`src/rtl/sample_minmax_tracker.sv`:
```
// Running max/min tracker over fixed windows of WINDOW valid ADC samples.
// Each completed window's result is held pending and published to the
// overlay outputs only on a frame_start pulse, so values never change mid-frame.
module sample_minmax_tracker #(
    parameter int DATA_W = 12,
    parameter int WINDOW = 4096,
    parameter int CNT_W  = $clog2(WINDOW)
) (
    input  logic              clk,
    input  logic              rst_n,
    input  logic [DATA_W-1:0] sample,
    input  logic              sample_valid,
    input  logic              frame_start,
    input  logic              clear,
    output logic [DATA_W-1:0] v_max,
    output logic [DATA_W-1:0] v_min,
    output logic              stats_valid,
    output logic              overrun
);

    typedef enum logic {
        EMPTY = 1'b0,
        ACCUM = 1'b1
    } state_t;

    localparam logic [CNT_W-1:0] CNT_ONE  = CNT_W'(1);
    localparam logic [CNT_W-1:0] CNT_LAST = CNT_W'(WINDOW - 1);

    state_t              state_q, state_d;
    logic [CNT_W-1:0]    cnt_q, cnt_d;
    logic [DATA_W-1:0]   run_max_q, run_max_d;
    logic [DATA_W-1:0]   run_min_q, run_min_d;
    logic [DATA_W-1:0]   pend_max_q, pend_max_d;
    logic [DATA_W-1:0]   pend_min_q, pend_min_d;
    logic                pending_q, pending_d;
    logic [DATA_W-1:0]   v_max_q, v_max_d;
    logic [DATA_W-1:0]   v_min_q, v_min_d;
    logic                stats_valid_q, stats_valid_d;
    logic                overrun_q, overrun_d;

    logic                publish;
    logic                complete;
    logic [DATA_W-1:0]   nxt_max;
    logic [DATA_W-1:0]   nxt_min;

    // Event decode: publish uses the pending flag held before this edge;
    // completion is the sample that lands while cnt sits at WINDOW-1.
    always_comb begin
        publish  = frame_start && pending_q;
        complete = sample_valid && (state_q == ACCUM) && (cnt_q == CNT_LAST);
        nxt_max  = (sample > run_max_q) ? sample : run_max_q;
        nxt_min  = (sample < run_min_q) ? sample : run_min_q;
    end

    // Next-state logic for the window FSM, pending result and published outputs.
    always_comb begin
        // NOTE: every _d gets a hold default first so no path leaves it
        // unassigned and no latch is inferred.
        state_d       = state_q;
        cnt_d         = cnt_q;
        run_max_d     = run_max_q;
        run_min_d     = run_min_q;
        pend_max_d    = pend_max_q;
        pend_min_d    = pend_min_q;
        pending_d     = pending_q;
        v_max_d       = v_max_q;
        v_min_d       = v_min_q;
        stats_valid_d = stats_valid_q;
        overrun_d     = 1'b0;

        if (clear) begin
            // Abort the window and drop any pending result; published outputs hold.
            state_d   = EMPTY;
            cnt_d     = '0;
            pending_d = 1'b0;
        end else begin
            if (publish) begin
                v_max_d       = pend_max_q;
                v_min_d       = pend_min_q;
                stats_valid_d = 1'b1;
                pending_d     = 1'b0;
            end

            if (sample_valid) begin
                if (state_q == EMPTY) begin
                    run_max_d = sample;
                    run_min_d = sample;
                    cnt_d     = CNT_ONE;
                    state_d   = ACCUM;
                end else if (complete) begin
                    // Last sample is folded into the result, which waits for the
                    // next frame_start even if one arrives on this same edge.
                    pend_max_d = nxt_max;
                    pend_min_d = nxt_min;
                    pending_d  = 1'b1;
                    overrun_d  = pending_q && !publish;
                    cnt_d      = '0;
                    state_d    = EMPTY;
                end else begin
                    run_max_d = nxt_max;
                    run_min_d = nxt_min;
                    cnt_d     = cnt_q + CNT_ONE;
                end
            end
        end
    end

    // Register all state with a synchronous active-low reset.
    always_ff @(posedge clk) begin
        // NOTE: sequential state uses non-blocking assignments so every flop
        // samples pre-edge values regardless of statement order.
        if (!rst_n) begin
            state_q       <= EMPTY;
            cnt_q         <= '0;
            run_max_q     <= '0;
            run_min_q     <= '0;
            pend_max_q    <= '0;
            pend_min_q    <= '0;
            pending_q     <= 1'b0;
            v_max_q       <= '0;
            v_min_q       <= '0;
            stats_valid_q <= 1'b0;
            overrun_q     <= 1'b0;
        end else begin
            state_q       <= state_d;
            cnt_q         <= cnt_d;
            run_max_q     <= run_max_d;
            run_min_q     <= run_min_d;
            pend_max_q    <= pend_max_d;
            pend_min_q    <= pend_min_d;
            pending_q     <= pending_d;
            v_max_q       <= v_max_d;
            v_min_q       <= v_min_d;
            stats_valid_q <= stats_valid_d;
            overrun_q     <= overrun_d;
        end
    end

    assign v_max       = v_max_q;
    assign v_min       = v_min_q;
    assign stats_valid = stats_valid_q;
    assign overrun     = overrun_q;

endmodule

```
`config.mk`:
```
export PLATFORM = sky130hd
export DESIGN_NAME = sample_minmax_tracker
export DESIGN_NICKNAME = d
export VERILOG_FILES = /design/src/rtl/sample_minmax_tracker.sv
export SDC_FILE = /design/constraint.sdc
export NUM_CORES = 1
export LEC_CHECK = 0
export CAP_MARGIN = 20
export CORE_AREA = 2 2 134 136
export DETAILED_ROUTE_END_ITERATION = 6
export DIE_AREA = 0 0 136 138
export DONT_BUFFER_PORTS = 1
export PLACE_DENSITY_LB_ADDON = 0.25
export SLEW_MARGIN = 15
export SYNTH_ARGS = -nofsm -noshare
export SYNTH_HDL_FRONTEND = slang
export SYNTH_SLANG_ARGS = --single-unit
```
`constraint.sdc`:
```
create_clock -name clk -period 6.11 [get_ports clk]
set_input_delay 1.833 -clock clk [delete_from_list [all_inputs] [get_ports clk]]
set_output_delay 1.833 -clock clk [all_outputs]
set_load 0.01 [all_outputs]
```
==> flow_summary.toml <==
[drt]
drc = 0
drt-initial-drc-count = 180
totalWireLength_mm = 10.6
via_per_inst = 4.61
vias = 3275
wl_per_cell_um = 14.9
drtAntennaViolNets = 0
dr.pass1.iters = 4

[synthesis]
synth_area_per_cell_um2 = 8.69
synth_edf_count = 0
synth_fp_nets = 530
yosysUniqueCellTypes = 46
syn_area_mm2 = 0.00425
synthFlopType = "dfxtp_1"
synth.ff_latch_count = 88
synthCells = 489
ys_async_sr_fraction_pct = 0
yosysWarnings = 0
ys_seq_area_share_pct = 41.4

[cts]
hold_buffers = 0
root_buffer = "clkbuf_16"
cts.sinks = 88
clk_pin_slew_ns = 0.07
cts_resized = 0
clock_path_buffers = 2
cts_setup_buffers = 0
cts_made_buffers = 9
htree_num_levels = 3
cts_tree = "done"
clk_latency_ns = 0.35

[worst_setup_path]
crit_type = "input pin to register"
path_cells = "ha_1 -> and4_1 -> nand2_1 -> a21o_1 -> a31oi_4 -> mux2i_1 -> a211oi_2"
cp_max_fo = 12
cp_slowest_cell = "a31oi_4"
cp-start-kind = "input pin"
crit_cells = 7
rr_worst_depth = 8
worstPathArrival_ns = 3.76
required_ns = 6.33
cp-end-kind = "register"
cp_top_family = "compound AO/OA/AOI/OAI gates"
path_buf_inv = 0
cpPeakStageDelay_ns = 0.55

[sta]
finalSetupViolCount = 0
setup_ws_ns = 2.57
period_needed_ns = 3.54
slew_headroom_pct = 35.4
worst_pin_slew_ns = 0.969
hold_violations = 0
skew_ns = 0.00878
slew_viol_final = 0
tns_ns = 0
max_freq_mhz = 283
post-route-period-util_pct = 57.9
rsz0062_at_grt = "no"

[final_layout]
n_fill_cell = 1898
ff_latch_area_mm2 = 0.00176
area_growth_pct = 11.3
multi_input_area_mm2 = 0.00225
antennaDiodeCount = 0
final_nets = 517
final_layout_size_suffix_gt1_share_pct = 7.69

[min_path]
hold_path_depth = 2
holdCritPathClass = "register to register"

[pwr]
clock_power_share_pct = 43.6
ir_drop_uv = 99.0
p_sw_uw = 329
swShare_pct = 25.5
p_int_uw = 961
share_comb_of_total_power_pct = 10.1
seqPwrFrac_pct = 46.4
power.density_mw_per_mm2 = 273
p_leak_uw = 0.00175

[floorplanning]
row_count = 49
fp.dieArea_mm2 = 0.0188
io_pins = 43
initial_utilization_pct = 24.2
design.core.area_mm2 = 0.0175
fp.dieH_um = 138
die_w_um = 136

[placed_design]
io_buffers = 0
dp_hpwl_mm = 7.55
pre_cts_ws_ns = 1.89
place.gp.congestion = 0.794

[global_route]
grt_antenna_before_repair = 0
grt_usage_pct = 11.9
grt_pass1_vias = 3180
grt_max_degree = 49
grt_pass1_wl_mm = 17.4
grt_overflow = 0

[outcome]
status = "finished clean"

[job]
drv_cap = 0
## metrics by stage
step                power (uW)  instances  area, um^2  utilization, %  hold slack [ns]
floorplan                  716        489        4250               -            0.429
finish                    1290        710        4730            27.0            0.450
CTS                       1310        709        4700            26.8            0.457
global placement           739        693        4400            25.1            0.442
detailed placement         741        693        4400            25.1            0.445
global route              1350        710        4730            27.0            0.480
## routing by layer
metal	part of all wire (%)	wire length [um]	track usage [%]	vias up
li1	-	-	-	1666
met1	50	5340	16.9	1548
met2	42	4490	16.7	48
met3	5.3	562	3.23	13
met4	1.8	193	4.99	0
met5	0	0	0	-
## kinds of logic (layout without fill, tap and decap cells)
group / after synthesis / count (layout) / synth area share (%)
flip-flops: 88 / 88 / 41.4
buffers and inverters: 53 / 45 / 5.77
AND/OR/NAND/NOR: 174 / 174 / 18.0
multiplexers: 50 / 50 / 11.8
adder cells (fa/ha/maj): 24 / 24 / 7.07
AO/OA/AOI/OAI: 100 / 100 / 15.9
## flip-flops by register name, summed over array words and instances (netlist names)
register / cells
run_max_q: 12
state_q: 1
stats_valid: 1
pend_min_q: 12
v_min: 12
cnt_q: 12
v_max: 12
pending_q: 1
overrun: 1
pend_max_q: 12
run_min_q: 12
## final cells by class
type,instances,area share (%)
inverter,26,2.06
multi-input combinational,348,47.6
tap,229,6.06
clock inverter,6,1.43
timing repair buffer,3,0.741
sequential,88,37.2
clock buffer,10,4.84
## Yosys cell counts, types with 2 or more instances
library cell	number	area share, %
nand2_1	98	8.7
dfxtp_1	88	41
mux2i_1	48	11
nor2_1	44	3.9
a21oi_1	43	5.1
inv_1	25	2.2
ha_1	24	7.1
clkbuf_1	14	1.2
o21ai_0	14	1.6
a211oi_1	10	1.8
a211oi_2	8	2.4
buf_4	5	0.88
nand4_1	5	0.74
a21o_1	4	0.71
a22oi_1	4	0.71
buf_2	4	0.47
nand2b_1	4	0.59
nand3_1	4	0.47
nor3_1	4	0.47
buf_6	3	0.79
nor2b_1	3	0.44
o211ai_1	3	0.53
a311oi_1	2	0.41
and4_1	2	0.41
mux2_2	2	0.53
nand3b_1	2	0.35
o211a_1	2	0.47
o21ai_2	2	0.41
## power groups by stage
stage | logic [uW] | clock network, uW | registers, uW
2_1_floorplan | 110 | 0 | 606
3_3_place_gp | 127 | 0 | 611
3_5_place_dp | 129 | 0 | 612
4_1_cts | 131 | 579 | 598
5_1_grt | 146 | 605 | 600
6_report | 130 | 562 | 598
## layout by cell type (no fill, tap or decap), types with 5 or more instances in the layout
cell type	instances
a211oi_1	10
a211oi_2	8
a21oi_1	43
nand4_1	5
clkbuf_16	9
nor2_1	44
dfxtp_1	88
mux2i_1	48
inv_1	25
nand2_1	98
o21ai_0	14
ha_1	24
## worst paths after layout
| path | endpoint | slack (ns) | startpoint |
|---|---|---|---|
| worst max-delay path | pend_max_q[0] | 2.57 | sample[7] |
| worst min-delay path | v_max[9] | 0.45 | pend_max_q[9] |
| worst max register to register | pend_max_q[0] | 3.64 | run_max_q[9] |
| worst min register to register | v_max[9] | 0.45 | pend_max_q[9] |
## tightest hold or removal path: stages (launching register included)
cell     delay [ns]
dfxtp_1        0.31
nand2_1        0.05
a21oi_1        0.05
Power figures use the tool's default switching activity.
